===== config.mk =====
export PLATFORM = sky130hd
export DESIGN_NAME = bit_ser_addsub
export DESIGN_NICKNAME = d
export VERILOG_FILES = /design/src/rtl/bit_ser_pkg.sv /design/src/rtl/bit_ser_addsub_full_adder.sv /design/src/rtl/bit_ser_addsub.sv
export SDC_FILE = /design/constraint.sdc
export NUM_CORES = 1
export LEC_CHECK = 0
export CORE_MARGIN = 4
export CORE_UTILIZATION = 50
export DETAILED_ROUTE_END_ITERATION = 8
export HOLD_SLACK_MARGIN = 0.15
export PLACE_DENSITY = 0.83
export SKIP_LAST_GASP = 1
export SLEW_MARGIN = 10
export SYNTH_ARGS = -nofsm -noshare
export SYNTH_HDL_FRONTEND = slang
export SYNTH_SLANG_ARGS = --single-unit

===== constraint.sdc =====
create_clock -name clk -period 1.8 [get_ports clk]
set_input_delay 0.27 -clock clk [delete_from_list [all_inputs] [get_ports clk]]
set_output_delay 0.27 -clock clk [all_outputs]
set_load 0.01 [all_outputs]

===== src/rtl/bit_ser_pkg.sv =====
// rtl/bit_ser_pkg.sv - shared types and encodings for the bit-serial adder/subtractor
package bit_ser_pkg;

    // Controller states
    typedef enum logic [1:0] {
        IDLE  = 2'd0,
        SHIFT = 2'd1,
        DONE  = 2'd2
    } state_t;

    // Operation mode encodings, captured from the sub input
    localparam logic MODE_ADD = 1'b0;
    localparam logic MODE_SUB = 1'b1;

endpackage


===== src/rtl/bit_ser_addsub_full_adder.sv =====
// rtl/bit_ser_addsub_full_adder.sv - single-bit combinational full adder
module full_adder_1b (
    input  logic a,
    input  logic b,
    input  logic cin,
    output logic s,
    output logic cout
);

    // Sum is the three-way parity; carry is the majority of the inputs
    always_comb begin
        s    = a ^ b ^ cin;
        cout = (a & b) | (a & cin) | (b & cin);
    end

endmodule


===== src/rtl/bit_ser_addsub.sv =====
// rtl/bit_ser_addsub.sv - LSB-first bit-serial adder/subtractor with parallel result
module bit_ser_addsub
    import bit_ser_pkg::*;
#(
    parameter int WIDTH = 8,
    parameter int CNT_W = $clog2(WIDTH + 1)
) (
    input  logic             clk,
    input  logic             clr_n,
    input  logic             start,
    input  logic             sub,
    input  logic             a_bit,
    input  logic             b_bit,
    output logic             sum_bit,
    output logic             busy,
    output logic             done,
    output logic [WIDTH:0]   result,
    output logic             overflow
);

    localparam logic [CNT_W-1:0] LAST_CNT = CNT_W'(WIDTH - 1);

    state_t             state;
    logic [CNT_W-1:0]   cnt;
    logic               carry;
    logic               mode;
    // Holds the WIDTH-1 most recent sum bits; the newest bit is joined
    // on the final edge, so the full sum never needs a discarded position.
    logic [WIDTH-2:0]   sreg;

    logic               b_eff;
    logic               fa_s;
    logic               fa_cout;
    logic [WIDTH-1:0]   shifted;

    // Subtraction inverts B; the +1 comes from the carry preset on start
    always_comb begin
        b_eff   = b_bit ^ mode;
        shifted = {fa_s, sreg};
    end

    full_adder_1b u_fa (
        .a    (a_bit),
        .b    (b_eff),
        .cin  (carry),
        .s    (fa_s),
        .cout (fa_cout)
    );

    // Controller, carry flop, shift register and registered result flags
    always_ff @(posedge clk) begin
        if (!clr_n) begin
            state    <= IDLE;
            cnt      <= '0;
            carry    <= 1'b0;
            mode     <= MODE_ADD;
            sreg     <= '0;
            sum_bit  <= 1'b0;
            busy     <= 1'b0;
            done     <= 1'b0;
            result   <= '0;
            overflow <= 1'b0;
        end else begin
            case (state)
                IDLE: begin
                    done <= 1'b0;
                    if (start) begin
                        mode  <= sub;
                        carry <= sub;
                        cnt   <= '0;
                        busy  <= 1'b1;
                        state <= SHIFT;
                    end else begin
                        busy <= 1'b0;
                    end
                end

                SHIFT: begin
                    carry   <= fa_cout;
                    sum_bit <= fa_s;
                    cnt     <= cnt + CNT_W'(1);
                    sreg    <= shifted[WIDTH-1:1];
                    if (cnt == LAST_CNT) begin
                        // carry still holds the carry into the MSB here
                        result   <= {(mode == MODE_SUB) ? ~fa_cout : fa_cout, shifted};
                        overflow <= carry ^ fa_cout;
                        busy     <= 1'b0;
                        done     <= 1'b1;
                        state    <= DONE;
                    end
                end

                DONE: begin
                    done  <= 1'b0;
                    busy  <= 1'b0;
                    state <= IDLE;
                end

                default: begin
                    done  <= 1'b0;
                    busy  <= 1'b0;
                    state <= IDLE;
                end
            endcase
        end
    end

endmodule


# After elaboration in Yosys (flattened, before gate mapping)
# Cells that the tools add are included.
# word_totals
register_bits	28
input_bits	6
output_inout_bits	13
elab_cells	43
# classes
add_sub_neg	1
eq_ne	4
n_mux	11
bitwise_logic	10
n_reduce_logical	7
# op_table
operator	n
$reduce_and 2->1	5
$pmux 4 s2	1
$add 4x1->4 const B	1
$eq 4x3->1 const B	1
$mux 1	4
$mux 2	2
$mux 4	1
$ne 2x2->1 const B	2
$pmux 1 s2	2
$pmux 2 s2	1
$xor 1x1->1	4
$and 1x1->1	3
$eq 2x1->1 const B	1
$logic_not 2->1	1
$or 1x1->1	2
$reduce_bool 2->1	1
$not 1->1	1

# Longest topological paths before layout
# Gate-level depths: netlist of run 1.
# logic_depth
ltp_word	6
mapped_depth	5
depth_no_buf	5

# Cells and area by module
# A second synthesis of run 1 with hierarchy kept.
# unflattened
cells_unflattened	128
area_unflattened_um2	1129.8
# modules_own_cells
mod	instances	cells_per_inst	area_each_um2	seq_area_each_um2
bit_ser_addsub	1	127	1109.8	540.5
full_adder_1b	1	1	20.0	0.0

# Worst setup path after synthesis of run 1
# Ideal clock, no wire load.
# synth_timing
path_kind	register to register
startpoint	reg mode
endpoint	reg overflow
setup_time_ns	0.070
arrival_ns	1.218
required_ns	1.730
setup_slack_ns	0.512
stages_incl_launch_ff	6
path_buffers	0
period_less_slack_ns	1.288
path_cell_list	dfxtp_1 -> xnor2_1 -> fa_1 -> xnor2_1 -> nand3_1 -> a21oi_1
# synth_via
elab_chain_cells	5
word_cells_on_any_way	6
classes_between	bitwise: 6
# synth_lines
element	line_no	text
start, declared	bit_ser_addsub.sv:26	logic mode;
start signal, assigned	bit_ser_addsub.sv:68	mode <= sub;
$xor 1x1->1 (*)	bit_ser_addsub.sv:38	b_eff = b_bit ^ mode;
$and 1x1->1	bit_ser_addsub_full_adder.sv:13	cout = (a & b) | (a & cin) | (b & cin);
$or 1x1->1	bit_ser_addsub_full_adder.sv:13	
$or 1x1->1 (*)	bit_ser_addsub_full_adder.sv:13	
$xor 1x1->1 (*)	bit_ser_addsub.sv:86	overflow <= carry ^ fa_cout;
end signal, assigned	bit_ser_addsub.sv:86	
end, declared	bit_ser_addsub.sv:18	output logic overflow
# Mark *: on every way between the ends. The rest lies on a longest branch, timed or not.
# A chain may end at the register's enable or synchronous reset.

# Worst setup path after layout of run 1
# layout_timing
startpoint	reg cnt[0]
endpoint	reg result[7]
# layout_via
elab_chain_cells	2
# layout_lines
element	line_no	text
start, declared	bit_ser_addsub.sv:24	logic [CNT_W-1:0] cnt;
start signal, assigned	bit_ser_addsub.sv:81	cnt <= cnt + CNT_W'(1);
$eq 4x3->1	bit_ser_addsub.sv:83	if (cnt == LAST_CNT) begin
$reduce_and 2->1 (no source line)	--	
end signal, assigned	bit_ser_addsub.sv:85	result <= {(mode == MODE_SUB) ? ~fa_cout : fa_cout, shifted};
end, declared	bit_ser_addsub.sv:17	output logic [WIDTH:0] result,
# No other way between the ends.

==> run summary, run 1 <==
DP HPWL -> 1586 µm
Maximum clock rate -> 626.6 MHz
Largest net degree at the start of global routing -> 17
Die width -> 55.17 µm
Cells after Synth -> 130
Worst VDD drop -> 0.5540 mV
R2R Path End -> result[7]
Resized cells post-CTS -> 0
DR iter-0 viols -> 12
Crit share post-route -> 88.67%
XOR/XNOR Fraction of Synth Area -> 2.362%
HP Class -> reg2reg
Vias -> 949
Crit path DAT -> 1840 ps
Worst EP required -> 2040 ps
MaxCap Viol Count -> 0
Synth Area in Compound Gates -> 18.45%
Worst-path cell chain -> ha_1 -> and3b_1 -> a21oi_1 -> a311oi_1
WL per Instance -> 12.99 µm
Share of the synthesized area in the top cell type -> 48.59%
Num CTS Buffers -> 3
Post-synthesis simple-gate area fraction -> 21.26%
Final setup fails -> 0
Synthesis-to-finish area growth -> 21.03%
Reg2reg start -> cnt[0]
Vias/cell -> 5.423
Worst skew pair latency -> 330 ps
Switching share of power -> 25.49%
Synth cell count leaders -> dfxtp_1 (27), a21oi_1 (20), nand2_1 (16)
Mapped cell area -> 1112 µm²
Hold Path Sink -> sreg[0]
Internal power -> 748.4 µW
Worst-margin pin slew -> 494.1 ps
# IOs -> 19
Netlist cell types -> 29
Clock share of power -> 26.6%
Hold Fails Final Rpt -> 0
Min Tclk post-route -> 1596 ps
Main combinational cell family by area after synthesis -> simple AND/OR/NAND/NOR gates
Root buffer cell -> clkbuf_4
Max transition margin -> 66.96%
Ys Warns -> 0
Adder-cell share of the synthesized area -> 2.925%
CP max FO -> 13
Std-Cell Rows -> 16
Clk_skew -> 14.36 ps
Critical-path top delay cell -> and3b_1
Worst setup EP type -> flip-flop
Final cell count without fillers -> 175
Syn_nets -> 138
Hold Crit Start -> sreg[0]
CTS Buffer Depth -> 2
# diodes -> 0
Final Max Tran Viols -> 0
CP Launch Point -> cnt[0]
Lkg Pwr -> 0.4617 nW
First-pass DRT Iterations -> 4
Clock Sinks -> 27
Total die area -> 3043 µm²
Multiplexer area fraction after synthesis -> 1.800%
First-pass GRT wire length -> 4133 µm
Power Dens Cells -> 746.1 nW/µm²
Synth Flop Type -> dfxtp_1
Worst reg2reg path depth -> 4
Count leader, synth -> dfxtp_1
Yosys reg bits -> 27
Initial Util -> 54.47%
Initial antenna violation count -> 0
Outcome -> finished clean
Post-DRT Antenna Nets -> 0
Number of H-tree levels -> 1
Routed Wire Length -> 2274 µm
Total global routing track utilization -> 19.00%
Setup TNS Final -> 0 ps
Core area -> 2042 µm²
Worst-path clk slew -> 150 ps
Sequential-to-total area share from yosys stat -> 48.59%
Ranking of synthesized cells by area -> dfxtp_1 (49%), a21oi_1 (9.0%), nand3_1 (5.4%)
Combinational share of power -> 11.0%
Die Ht -> 55.17 µm
RSZ-0062 raised after global routing -> no
R2r setup slk -> 200 ps
Mean area per synthesized cell -> 8.556 µm²
Startpoint Class -> flip-flop
EDFF count, synth -> 0
Area leader, netlist -> dfxtp_1
Gpl congestion -> 0.7314
Share of post-route cells with drive strength above 1 -> 6.757%
Cells after DPL -> 171
Nets -> 157
Port-buffer cells -> 18
Hold Path Cell Cnt -> 2
Setup CP Type -> reg2reg
Setup Fix Bufs, Post-CTS -> 0
Flop pwr share -> 62.3%
DRC viols -> 0
Congestion Overflow GR -> 0
Hold Buf Count CTS -> 0
Sw power -> 256.0 µW
Vias in the first global route -> 912
Crit-path max cell delay -> 490 ps
Ys async rst share -> 0%
CTS tree -> yes
==> worst max-delay path by stage <==
stage,slack (ps),endpoint,depth (start not counted)
floorplan,510,overflow,5
global placement,100,result[8],6
detailed placement,-0.5,overflow,6
CTS,210,sum_bit,1
global route,40,result[7],4
finish,200,result[7],4
==> metal layers <==
| metal | part of all wire [%] | global-route usage, % | up-vias |
|---|---|---|---|
| li1 | - | - | 485 |
| met1 | 46 | 23.68 | 442 |
| met2 | 49 | 30.91 | 16 |
| met3 | 3.2 | 3.217 | 6 |
| met4 | 1.8 | 10.53 | 0 |
| met5 | 0 | 0 | - |
==> cell usage in the layout (no fill, tap or decap) <==
cell and instances:
nand2b_4 1, o21ai_0 6, nor2_1 10, nor2b_1 1
clkbuf_4 3, nand2b_1 2, clkdlybuf4s50_1 18, a211oi_1 2
o21ai_1 4, inv_1 3, a22oi_1 1, ha_1 1
dfxtp_1 27, a311oi_1 1, nand3b_1 1, and3b_1 1
o21bai_1 1, fa_1 1, xnor2_1 3, mux2i_1 2
o211a_1 1, nand3_1 12, or3_1 1, a21oi_1 20
nor3b_1 2, nand2_1 16, buf_4 4, a31oi_1 1
nor2b_2 1, clkinvlp_4 1
==> state kept, by name, indices dropped and copies added, names as in the netlist, 2 cells and up <==
signal and flops:
sreg 6, state 2, cnt 4, result 9
==> per-stage QoR <==
stage	total power, mW	area [µm²]	setup WS [ps]	utilization [%]	hold WS (ps)
finish	1.004	1346	204.0	65.93	474.2
global route	1.049	1346	43.78	65.93	495.1
CTS	1.014	1346	213.2	65.93	477.1
detailed placement	0.7491	1316	-0.5470	64.46	457.6
global placement	0.7428	1316	97.12	64.46	445.5
floorplan	0.7086	1112	511.9	-	407.5
==> worst max-delay path, delay by kind of cell (launching register included) <==
| family | cells | cell delay, ps |
|---|---|---|
| and+or+nand+nor | 1 | 490 |
| DFF | 1 | 410 |
| AOI/OAI and AO/OA | 2 | 380 |
| adders and majority gates | 1 | 220 |
==> kinds of logic after synthesis <==
| family | count (synthesis) |
|---|---|
| fa+ha+maj | 2 |
| xor+xnor | 3 |
| flops | 27 |
| buf+inv | 11 |
| simple gates | 48 |
| compound gates | 37 |
| mux | 2 |
==> cell type report <==
type / count / area [µm²]
fillers: 177 / 695.7
flip-flops and latches: 27 / 540.5
multi-input cells: 92 / 520.5
repair buffers: 22 / 210.2
well taps: 27 / 33.78
clock buffers: 3 / 22.52
inverters: 3 / 11.26
clock inverters: 1 / 7.507
==> power groups by stage <==
stage,Sequential (mW),Clock (mW),Combinational (mW)
floorplan,0.634,0,0.0750
global placement,0.638,0,0.105
global route,0.629,0.296,0.124
finish,0.626,0.268,0.111
detailed placement,0.639,0,0.110
CTS,0.626,0.277,0.111
(Power assumes the default switching activity.)
==> run 2, diff against run 1 <==
CORE_UTILIZATION = 54   (was 50)
PLACE_DENSITY = 0.88   (was 0.83)
clock period = 2.1 ns   (was 1.8 ns; I/O delays follow)
==> run summary, run 2 (synthesis gave the netlist of run 1 again) <==
Crit share post-route -> 77.72%
Worst EP required -> 1780 ps (-260 ps)
Synthesis-to-finish area growth -> 20.36%
Initial antenna violation count -> 0 (unchanged)
Min Tclk post-route -> 1632 ps
Share of post-route cells with drive strength above 1 -> 6.122% (-0.63 points)
Post-DRT Antenna Nets -> 0 (unchanged)
Outcome -> finished clean
Most common cell after layout, fill and taps aside -> dfxtp_1
Die Ht -> 53.39 µm (-3.2%)
Final worst-path setup slack -> 467.8 ps (+263.8 ps)
CTS Buffer Depth -> 2 (unchanged)
Power Dens Cells -> 642.3 nW/µm² (-14%)
Final Max Tran Viols -> 0 (unchanged)
Routed Wire Length -> 2342 µm (+3.0%)
Reg2reg start -> cnt[0]
Worst slack, placed -> 236.1 ps (+236.7 ps)
Final setup fails -> 0 (unchanged)
DR iter-0 viols -> 17 (+5)
DRC viols -> 0 (unchanged)
Top Registers -> result x9, sreg x6, cnt x4
Worst skew pair latency -> 330 ps (about the same)
Largest register by flop count -> result
Hold Fails Final Rpt -> 0 (unchanged)
Largest register FFs -> 9 (unchanged)
Vias -> 962 (+1.4%)
R2R Path End -> result[7]
Most frequent cells in the layout -> dfxtp_1 (27), a21oi_1 (20), clkdlybuf4s50_1 (18)
Nets -> 156 (-0.64%)
Placed Area -> 1309 µm² (-0.57%)
WL per Instance -> 13.46 µm (+3.6%)
Std-Cell Rows -> 16 (unchanged)
First-pass GRT wire length -> 3843 µm (-7.0%)
First-pass DRT Iterations -> 4 (unchanged)
MaxCap Viol Count -> 0 (unchanged)
Worst setup EP type -> primary output
R2r setup slk -> 520 ps (+320 ps)
Worst reg2reg path depth -> 4 (unchanged)
Hold Path Sink -> sreg[0]
RSZ-0062 raised after global routing -> no
Hold Crit Start -> sreg[0]
Crit-path max cell delay -> 560 ps (+70 ps)
Max transition margin -> 66.67% (-0.29 points)
Critical-path top delay cell -> clkdlybuf4s50_1
Number of H-tree levels -> 1 (unchanged)
Setup Fix Bufs, Post-CTS -> 0 (unchanged)
Maximum clock rate -> 612.7 MHz
# IOs -> 19 (unchanged)
Hold Buf Count CTS -> 0 (unchanged)
Total die area -> 2850 µm² (-6.3%)
Startpoint Class -> flip-flop
Top Family by Delay on Critical Path -> buffers and inverters
Gpl congestion -> 0.7562 (+3.4%)
CTS tree -> yes
Min Hold Slack -> 478.2 ps (+4.036 ps)
Worst-path cell chain -> clkdlybuf4s50_1
Worst-margin pin slew -> 499.9 ps (+5.784 ps)
Setup TNS Final -> 0 ps (unchanged)
Root buffer cell -> clkbuf_4
DP HPWL -> 1677 µm (+5.7%)
Resized cells post-CTS -> 0 (unchanged)
Pwr Total -> 859.9 µW (-14%)
Lkg Pwr -> 0.4569 nW (-1.0%)
Die width -> 53.39 µm (-3.2%)
Worst VDD drop -> 0.5636 mV (+1.7%)
Congestion Overflow GR -> 0 (unchanged)
Vias/cell -> 5.529 (+2.0%)
Setup CP Type -> reg2out
Initial Util -> 56.70% (+2.2 points)
CP max FO -> 4 (-9)
Core area -> 1962 µm² (-3.9%)
Crit path DAT -> 1320 ps (-520 ps)
HP Class -> reg2reg
Buffers & Inverters on Critical Path -> 1 (+1)
Largest net degree at the start of global routing -> 17 (unchanged)
Vias in the first global route -> 921 (+0.99%)
Clk_skew -> 7.106 ps (-7.257 ps)
Clock Sinks -> 27 (unchanged)
Port-buffer cells -> 18 (unchanged)
Worst-path clk slew -> 150 ps (about the same)
Final instance area -> 1339 µm² (-0.56%)
Total global routing track utilization -> 18.72% (-0.29 points)
Num CTS Buffers -> 3 (unchanged)
# diodes -> 0 (unchanged)
Hold Path Cell Cnt -> 2 (unchanged)
-- run 2: changes by cell type in the layout (fill, tap and decap cells not counted), sizes merged --
cell and delta:
buf -1
-- run 2: final cells by class --
| class | count | area (µm²) |
|---|---|---|
| multi-input cells | 92 | 520.5 |
| well taps | 27 | 33.78 |
| clock inverters | 1 | 7.507 |
| repair buffers | 21 | 202.7 |
| inverters | 3 | 11.26 |
| flip-flops and latches | 27 | 540.5 |
| clock buffers | 3 | 22.52 |
| fillers | 173 | 623.1 |
-- run 2: worst max path at each step --
stage               slack [ps]     from  cells after the start   endpoint
floorplan                  810     mode                      5   overflow
global placement           340    a_bit                      6  result[8]
detailed placement         240    b_bit                      6  result[8]
global route               420  sum_bit                      1    sum_bit
CTS                        460  sum_bit                      1    sum_bit
finish                     470  sum_bit                      1    sum_bit
-- run 2: stage by stage --
| step | std cells | utilization [%] |
|---|---|---|
| 5_1_grt | 174 | 68.24 |
| 6_report | 174 | 68.24 |
| 2_1_floorplan | 130 | - |
| 3_5_place_dp | 170 | 66.71 |
| 4_1_cts | 174 | 68.24 |
| 3_3_place_gp | 170 | 66.71 |
-- run 2: worst register-to-register path: cells and delay by family, from the launching register on --
kind | cells | cell delay, ps
adders and majority gates | 1 | 210
DFF | 1 | 400
and+or+nand+nor | 1 | 490
AOI/OAI and AO/OA | 2 | 390
-- run 2: power breakdown --
group          total (mW)  internal [mW]  switching [mW]
registers           0.532          0.523         0.00908
clock network       0.230         0.0731           0.157
logic              0.0972         0.0439          0.0533
-- run 2: routing by layer --
layer / global-route usage [%] / vias to the layer above / wire length [µm]
li1: - / 484 / -
met3: 5.634 / 7 / 81
met5: 0 / - / 0
met4: 8.936 / 0 / 47
met1: 19.76 / 452 / 1024
met2: 33.27 / 19 / 1188
==> run 3, diff against run 2 <==
CORE_UTILIZATION = 45   (was 54)
PLACE_DENSITY = 0.79   (was 0.88)
clock period = 1.3 ns   (was 2.1 ns; I/O delays follow)
==> run summary, run 3 (synthesis gave the netlist of run 1 again) <==
Core area -> 2276 µm² (+16%)
Reg2reg start -> mode
Final worst-path setup slack -> -66.94 ps (-534.8 ps)
Hold Crit Start -> sreg[0]
Placed Area -> 1443 µm² (+10%)
First-pass DRT Iterations -> 4 (unchanged)
Worst VDD drop -> 0.7146 mV (+27%)
Final instance area -> 1518 µm² (+13%)
Synthesis-to-finish area growth -> 36.45%
Most frequent cells in the layout -> dfxtp_1 (21), buf_4 (20), a21oi_1 (18)
Vias in the first global route -> 964 (+4.7%)
Maximum clock rate -> 731.6 MHz
Worst EP required -> 1570 ps (-210 ps)
Top Registers -> result x9, sreg x6, cnt x4
Min Tclk post-route -> 1367 ps
Failing checks -> negative setup slack
DP HPWL -> 1811 µm (+8.0%)
Largest register by flop count -> result
Die Ht -> 57.72 µm (+8.1%)
Nets -> 174 (+12%)
Initial antenna violation count -> 0 (unchanged)
Final Max Tran Viols -> 0 (unchanged)
Max transition margin -> 80.73% (+14 points)
Share of post-route cells with drive strength above 1 -> 25.45% (+19 points)
MaxCap Viol Count -> 0 (unchanged)
# diodes -> 0 (unchanged)
Worst-margin pin slew -> 288.6 ps (-211.3 ps)
Clk_skew -> 4.981 ps (-2.125 ps)
Initial Util -> 48.87% (-7.8 points)
Startpoint Class -> flip-flop
Worst reg2reg path depth -> 5 (+1)
R2r setup slk -> -70 ps (-590 ps)
# IOs -> 19 (unchanged)
Hold Path Cell Cnt -> 2 (unchanged)
Routed Wire Length -> 2479 µm (+5.8%)
Crit share post-route -> 105.1%
Num CTS Buffers -> 3 (unchanged)
DRC viols -> 0 (unchanged)
Total die area -> 3331 µm² (+17%)
Congestion Overflow GR -> 0 (unchanged)
Worst-path clk slew -> 150 ps (about the same)
Vias -> 1026 (+6.7%)
Final setup fails -> 4 (+4)
Total global routing track utilization -> 15.92% (-2.8 points)
HP Class -> reg2reg
CTS tree -> yes
Power Dens Cells -> 955.4 nW/µm² (+49%)
Fin util -> 66.69% (-1.6 points)
Std-Cell Rows -> 17 (+1)
WL per Instance -> 12.84 µm (-4.6%)
Clock Sinks -> 27 (unchanged)
DR iter-0 viols -> 13 (-4)
Largest register FFs -> 9 (unchanged)
Most common cell after layout, fill and taps aside -> dfxtp_1
CP max FO -> 3 (-1)
Die width -> 57.72 µm (+8.1%)
Root buffer cell -> clkbuf_4
Hold Fails Final Rpt -> 0 (unchanged)
Lkg Pwr -> 0.6239 nW (+37%)
RSZ-0062 raised after global routing -> yes
CTS Buffer Depth -> 2 (unchanged)
Port-buffer cells -> 18 (unchanged)
Number of H-tree levels -> 1 (unchanged)
Worst setup EP type -> flip-flop
Min Hold Slack -> 473.0 ps (-5.157 ps)
Hold Path Sink -> sreg[0]
R2R Path End -> overflow
Crit path DAT -> 1630 ps (+310 ps)
Outcome -> finished, violations left
Largest net degree at the start of global routing -> 17 (unchanged)
Setup CP Type -> reg2reg
Post-DRT Antenna Nets -> 0 (unchanged)
Gpl congestion -> 0.7634 (+0.95%)
Worst skew pair latency -> 330 ps (about the same)
First-pass GRT wire length -> 4215 µm (+9.7%)
Vias/cell -> 5.316 (-3.8%)
-- run 3: cell count changes in the layout (fill, tap and decap cells not counted), sizes merged --
cell           change
buf               +18
dlygate4sd2       +13
clkdlybuf4s50     -13
-- run 3: layer usage --
layer  track usage, %  up-vias  wire, µm
met3            2.227        2        97
li1                 -      517         -
met5                0        -         0
met2            28.06       18      1310
met4            6.291        0        20
met1            19.37      489      1050
-- run 3: metrics by stage --
stage	setup TNS [ps]	power [mW]	instances	setup WS (ps)
2_1_floorplan	0	0.9811	130	11.85
3_3_place_gp	-1311	1.061	187	-310.9
3_5_place_dp	-1766	1.073	187	-398.8
4_1_cts	-74.98	1.448	192	-36.79
5_1_grt	-344.0	1.518	193	-106.3
6_report	-108.8	1.450	193	-66.94
-- run 3: final cells by class --
class	count	area (µm²)
fill	186	758.2
tap	28	35.03
clock buffer	3	22.52
sequential	27	548.0
multi-input combinational	92	559.3
timing repair buffer	39	334.1
inverter	3	11.26
clock inverter	1	7.507
-- run 3: where the power goes --
group	internal (mW)	leakage (nW)	switching [mW]
Clock	0.118	0.0139	0.258
Sequential	0.848	0.221	0.0141
Combinational	0.110	0.389	0.103
Total	1.08	0.624	0.375
-- run 3: how the worst max path moves through the flow --
| stage | startpoint | endpoint | slack [ps] | cells after the start |
|---|---|---|---|---|
| 6_report | mode | overflow | -70 | 5 |
| 5_1_grt | mode | overflow | -110 | 5 |
| 4_1_cts | mode | result[8] | -40 | 5 |
| 3_5_place_dp | b_bit | result[8] | -400 | 6 |
| 3_3_place_gp | a_bit | overflow | -310 | 6 |
| 2_1_floorplan | mode | overflow | 10 | 5 |
-- run 3: critical path: stages, from the launching register on --
cell and delay, ps:
dfxtp_2 370, xnor2_2 140, fa_2 390, xnor2_1 170, nand3_1 110, a21oi_1 130
-- run 3: timing repair --
action	CTS	global route
pin swaps	2	0
setup buffers	1	1
setup endpoints to repair	18	9
hold buffers	0	0
gates resized for setup	21	9
